$ cat config.mk
export PLATFORM = sky130hd
export DESIGN_NAME = sweep_sequencer
export DESIGN_NICKNAME = d
export VERILOG_FILES = /design/src/rtl/sweep_sequencer.sv
export SDC_FILE = /design/constraint.sdc
export NUM_CORES = 1
export LEC_CHECK = 0
export CORE_ASPECT_RATIO = 1.2
export CORE_MARGIN = 2
export CORE_UTILIZATION = 41
export CTS_CLUSTER_DIAMETER = 200
export DETAILED_ROUTE_END_ITERATION = 12
export RECOVER_POWER = 50
export SYNTH_ARGS = -nofsm -noshare
export SYNTH_HDL_FRONTEND = slang
export SYNTH_SLANG_ARGS = --single-unit
$ cat constraint.sdc
create_clock -name clk -period 6.6 [get_ports clk]
set_input_delay 0.66 -clock clk [delete_from_list [all_inputs] [get_ports clk]]
set_output_delay 0.66 -clock clk [all_outputs]
set_load 0.02 [all_outputs]
$ cat src/rtl/sweep_sequencer.sv
`timescale 1ns/1ps
`default_nettype none
// ============================================================================
// Module   : sweep_sequencer
// Purpose  : Steps a glitch delay from a start value to an end value. For each
//            delay value it loads the delay module, then runs a number of
//            attempts. Each attempt arms the trigger detector, waits for the
//            glitch, waits a bounded window for success, and reports the result.
// Ports    : clk, rst (sync, active-low)
//            start, abort                        - sweep control
//            cfg_delay_start/end/step, cfg_tries,
//            cfg_timeout                         - sweep configuration, latched at start
//            trigger, glitch_done, success       - event pulses from the detectors
//            delay, set_delay                    - delay value and its load strobe
//            trigger_arm, success_arm            - detector arm levels
//            result_valid/ready, result_delay,
//            result_success                      - per-attempt result record
//            busy, done                          - status
// Revision : 1.0 - initial release
// ============================================================================
module sweep_sequencer #(
    parameter int DW = 32,
    parameter int TW = 16
) (
    input  logic          clk,
    input  logic          rst,
    input  logic          start,
    input  logic          abort,
    input  logic [DW-1:0] cfg_delay_start,
    input  logic [DW-1:0] cfg_delay_end,
    input  logic [DW-1:0] cfg_delay_step,
    input  logic [TW-1:0] cfg_tries,
    input  logic [DW-1:0] cfg_timeout,
    input  logic          trigger,
    input  logic          glitch_done,
    input  logic          success,
    output logic [DW-1:0] delay,
    output logic          set_delay,
    output logic          trigger_arm,
    output logic          success_arm,
    output logic          result_valid,
    output logic [DW-1:0] result_delay,
    output logic          result_success,
    input  logic          result_ready,
    output logic          busy,
    output logic          done
);

    localparam logic [2:0] c_IDLE        = 3'd0;
    localparam logic [2:0] c_LOAD        = 3'd1;
    localparam logic [2:0] c_ARM_TRIG    = 3'd2;
    localparam logic [2:0] c_WAIT_GLITCH = 3'd3;
    localparam logic [2:0] c_WAIT_SUCC   = 3'd4;
    localparam logic [2:0] c_REPORT      = 3'd5;
    localparam logic [2:0] c_NEXT        = 3'd6;

    localparam logic [DW-1:0] c_ONE_DW = DW'(1);
    localparam logic [TW-1:0] c_ONE_TW = TW'(1);

    logic [2:0]    r_state;
    logic [2:0]    w_state_nxt;

    // Configuration latched at start; zero step/tries/timeout are stored as 1
    // so the datapath never has to special-case them later.
    logic [DW-1:0] r_end;
    logic [DW-1:0] r_step;
    logic [DW-1:0] r_timeout;
    logic [TW-1:0] r_tries;

    logic [DW-1:0] r_cur_delay;
    logic [TW-1:0] r_try_cnt;
    logic [DW-1:0] r_tcnt;
    logic          r_result_success;
    logic          r_done;

    logic [DW:0]   w_next_delay;
    logic [TW:0]   w_try_inc;
    logic          w_more_tries;
    logic          w_sweep_over;
    logic          w_timeout_hit;

    // Both sums are one bit wider so a wrap past the top of the range is seen
    // as a carry rather than silently restarting at a small value.
    assign w_next_delay  = {1'b0, r_cur_delay} + {1'b0, r_step};
    assign w_sweep_over  = w_next_delay[DW] | (w_next_delay[DW-1:0] > r_end);
    assign w_try_inc     = {1'b0, r_try_cnt} + {1'b0, c_ONE_TW};
    assign w_more_tries  = w_try_inc < {1'b0, r_tries};
    assign w_timeout_hit = (r_tcnt == (r_timeout - c_ONE_DW));

    // ------------------------------------------------------------------ state
    always_ff @(posedge clk) begin
        if (!rst) begin
            r_state <= c_IDLE;
        end else begin
            r_state <= w_state_nxt;
        end
    end

    // ------------------------------------------------------------- next state
    always_comb begin
        w_state_nxt = r_state;
        if (abort) begin
            w_state_nxt = c_IDLE;
        end else begin
            case (r_state)
                c_IDLE:        if (start)       w_state_nxt = c_LOAD;
                c_LOAD:                         w_state_nxt = c_ARM_TRIG;
                c_ARM_TRIG:    if (trigger)     w_state_nxt = c_WAIT_GLITCH;
                c_WAIT_GLITCH: if (glitch_done) w_state_nxt = c_WAIT_SUCC;
                c_WAIT_SUCC:   if (success || w_timeout_hit) w_state_nxt = c_REPORT;
                c_REPORT:      if (result_ready) w_state_nxt = c_NEXT;
                c_NEXT: begin
                    if (w_more_tries)      w_state_nxt = c_ARM_TRIG;
                    else if (w_sweep_over) w_state_nxt = c_IDLE;
                    else                   w_state_nxt = c_LOAD;
                end
                default:                        w_state_nxt = c_IDLE;
            endcase
        end
    end

    // --------------------------------------------------------------- datapath
    always_ff @(posedge clk) begin
        if (!rst) begin
            r_end            <= '0;
            r_step           <= '0;
            r_timeout        <= '0;
            r_tries          <= '0;
            r_cur_delay      <= '0;
            r_try_cnt        <= '0;
            r_tcnt           <= '0;
            r_result_success <= 1'b0;
            r_done           <= 1'b0;
        end else begin
            r_done <= 1'b0;
            case (r_state)
                c_IDLE: begin
                    if (start && !abort) begin
                        r_end       <= cfg_delay_end;
                        r_step      <= (cfg_delay_step == '0) ? c_ONE_DW : cfg_delay_step;
                        r_timeout   <= (cfg_timeout == '0) ? c_ONE_DW : cfg_timeout;
                        r_tries     <= (cfg_tries == '0) ? c_ONE_TW : cfg_tries;
                        r_cur_delay <= cfg_delay_start;
                        r_try_cnt   <= '0;
                    end
                end
                c_WAIT_GLITCH: begin
                    if (glitch_done) r_tcnt <= '0;
                end
                c_WAIT_SUCC: begin
                    r_tcnt <= r_tcnt + c_ONE_DW;
                    // success wins when it coincides with the last window cycle
                    if (success || w_timeout_hit) r_result_success <= success;
                end
                c_NEXT: begin
                    if (!abort) begin
                        if (w_more_tries) begin
                            r_try_cnt <= w_try_inc[TW-1:0];
                        end else begin
                            r_try_cnt <= '0;
                            if (w_sweep_over) r_done      <= 1'b1;
                            else              r_cur_delay <= w_next_delay[DW-1:0];
                        end
                    end
                end
                default: ;
            endcase
        end
    end

    // ---------------------------------------------------------------- outputs
    always_comb begin
        set_delay    = 1'b0;
        trigger_arm  = 1'b0;
        success_arm  = 1'b0;
        result_valid = 1'b0;
        case (r_state)
            c_LOAD:      set_delay    = 1'b1;
            c_ARM_TRIG:  trigger_arm  = 1'b1;
            c_WAIT_SUCC: success_arm  = 1'b1;
            c_REPORT:    result_valid = 1'b1;
            default: ;
        endcase
    end

    assign busy           = (r_state != c_IDLE);
    assign done           = r_done;
    assign delay          = r_cur_delay;
    assign result_delay   = r_cur_delay;
    assign result_success = r_result_success;

endmodule
`default_nettype wire

==> impl_metrics.tcl <==
set metrics [dict create \
    status "finished with violations" \
    violations "capacitance limit, slew limit" \
    worstSetupEndpointType "flop" \
    cap_violations 2 \
    cellPowerDensity_nw_per_um2 216 \
    hold_viol_final 0 \
    ys_types 68 \
    postSynthAreaPerCell_um2 7.36 \
    ys_ff_latch 197 \
    finalWorstSetupSlack_ns 0.835 \
    synth_edf_count 0 \
    gp_congestion 0.941 \
    setup_viol 0 \
    criticalPathCategory "flop to flop" \
    die_h_um 194 \
    routed-via-count 12300 \
    fillers 3020 \
    cp.required_ns 6.95 \
    cp-start-kind "flop" \
    antenna_left 0 \
    postCtsHoldBufs 0 \
    grt-ovfl-total 0 \
    ys.flop_type "dfxtp_1" \
    routed_wl_mm 37.8 \
    min_period_ns 5.76 \
    final_cell_mix "348 x nand2_1, 206 x a21oi_1, 197 x dfxtp_1" \
    netlist_instances 1684 \
    antenna_found_initial 0 \
    slew_violations 113 \
    synthToLayoutAreaGrowth_pct 23.4 \
    fmax_mhz 173 \
    clock_latency_ns 0.45 \
    ctsResizeCount 0 \
    syn_area_um2 12400 \
    arrival_ns 6.11 \
    start_util_pct 41.7 \
    fin_worst_hold_slack_ns 0.453 \
    diodes 0 \
    synth.area.top_cells "dfxtp_1 32%, nand2_1 11%, a21oi_1 8.3%" \
    yosysSeqAreaShare_pct 31.8 \
    dp_hpwl_mm 28.3 \
    multiInputGateArea_um2 7600 \
    fp-row-count 69 \
    maxSlewHeadroom_pct -54.3 \
    p_leak_nw 5.89 \
    pre_cts_ws_ns 0.902 \
    cts_tree "yes" \
    synthArstFlopShare_pct 0 \
    grt_use_total_pct 23.6 \
    clockBufferDepth 2 \
    core_area_um2 29700 \
    io_buffers 222 \
    cts_setup_buffers 0 \
    hold_path_class "flop to flop" \
    max-vdd-ir-drop_uv 153 \
    worst_pin_slew_ns 2.32 \
    die-width_um 163 \
    drive_gt1_share_pct 4.21 \
    final-seq-area_um2 3940 \
    ios 223 \
    synthesis.nets 1919 \
    fin_tns_setup_ns 0 \
    final_common_cell "nand2_1" \
    die-area_um2 31700 \
    grt_pass1_wl_mm 60.3 \
    rsz0062_at_grt "no" \
    drt_first_pass_iters 5 \
    netlist.area_leader.share_pct 31.8 \
    finalClockSkew_ns 0.0111 \
    routed_via_density 5.56 \
    clk_pin_slew_ns 0.07 \
    cts_sinks 197 \
    fin_crit_sh_pct 87.3 \
    post_drt_wl_per_cell_um 17.0 \
    synth_top_area_cell "dfxtp_1" \
    drc 0 \
    cts_made_buffers 17 \
    grt_max_degree 116 \
    fin_nets 2050 \
    cp_max_fo 25 \
    drtIter0Drc 739 \
    htreeDepth 4 \
    yosys_warnings 0 \
    first_global_vias 11900 \
    clock_tree.root_cell "clkbuf_16" \
]
## metal layers
metal	up-vias	GRT usage (%)	wire, µm	part of all wire [%]
li1	6119	-	-	-
met3	66	3.67	1780	4.7
met2	354	40.3	18100	48
met1	5793	30.1	16800	44
met5	-	0	0	0
met4	0	7.87	1140	3.0
## registers in the layout, summed over array words and instances (netlist names)
| signal | count |
|---|---|
| r_tries | 16 |
| delay | 32 |
| done | 1 |
| r_state | 3 |
| r_timeout | 32 |
| r_tcnt | 32 |
| r_step | 32 |
| result_success | 1 |
| r_end | 32 |
| r_try_cnt | 16 |
## synthesized netlist by cell type (7+ instances only)
library cell and instances:
xor2_1 30, nand4_1 35, or2_2 12, a311oi_1 25, nand3b_1 7, nand3_1 53
nand2_1 349, a31oi_1 19, nand2b_1 15, a211oi_1 16, dfxtp_1 197, xnor2_1 53
or3_1 12, nor2b_1 11, buf_4 32, o21ai_0 58, nor2_1 112, a21oi_1 206
o211ai_1 16, nor3_1 27, a21o_1 13, ha_1 82, nor4_1 29, mux2_2 8
clkbuf_1 89, inv_1 73, a22oi_1 13, o21a_1 10, and3_1 10
## power breakdown
part	switching, mW	total, mW	internal [mW]
clock	0.484	1.19	0.706
combinational	0.461	0.817	0.356
sequential	0.0565	1.30	1.24
total	1.00	3.31	2.31
## through the flow
stage	cells	instance area (µm²)	power [mW]	util, %
2_1_floorplan	1684	12400	1.84	-
3_3_place_gp	2186	14600	2.14	49.3
3_5_place_dp	2186	14600	2.16	49.3
4_1_cts	2218	15300	3.35	51.5
5_1_grt	2218	15300	3.48	51.5
6_report	2218	15300	3.31	51.5
## cell families after synthesis
logic type / synth area share (%)
and+or+nand+nor: 26.0
AOI/OAI and AO/OA: 20.1
buffers and inverters: 6.94
DFF: 31.8
xor gates and xnor gates: 5.86
adders and majority gates: 8.44
muxes: 0.888
## final cells by class
cell class	count	share of cell area (%)
flip-flops and latches	197	25.8
multi-input cells	1290	49.7
clock buffers	21	3.08
well taps	390	3.19
inverters	74	1.83
repair buffers	235	15.2
clock inverters	11	1.27
## worst max-delay path, cell delays in order (launching register included)
cell and delay (ns):
dfxtp_1 0.34, ha_1 0.45, and3_1 0.22, and4_1 0.21
a32o_1 0.13, a211oi_1 0.05, buf_4 0.18, o41ai_1 0.63
a31oi_1 0.20, xnor2_1 0.20, ha_1 0.30, nand4_1 0.18
nor4_1 0.59, and3_1 0.26, nor2b_1 0.06, a2111oi_0 0.44
o211ai_1 0.18, nand2_2 0.36, buf_4 0.36, nor2_1 0.07
a311oi_1 0.23
## final timing paths
check	start	to	slack, ns	cells past startpoint
min reg2reg	r_tries[1]	r_tries[1]	0.45	2
min	r_tries[1]	r_tries[1]	0.45	2
max	delay[14]	delay[8]	0.84	20
max reg2reg	delay[14]	delay[8]	0.84	20
(Power assumes the default switching activity.)
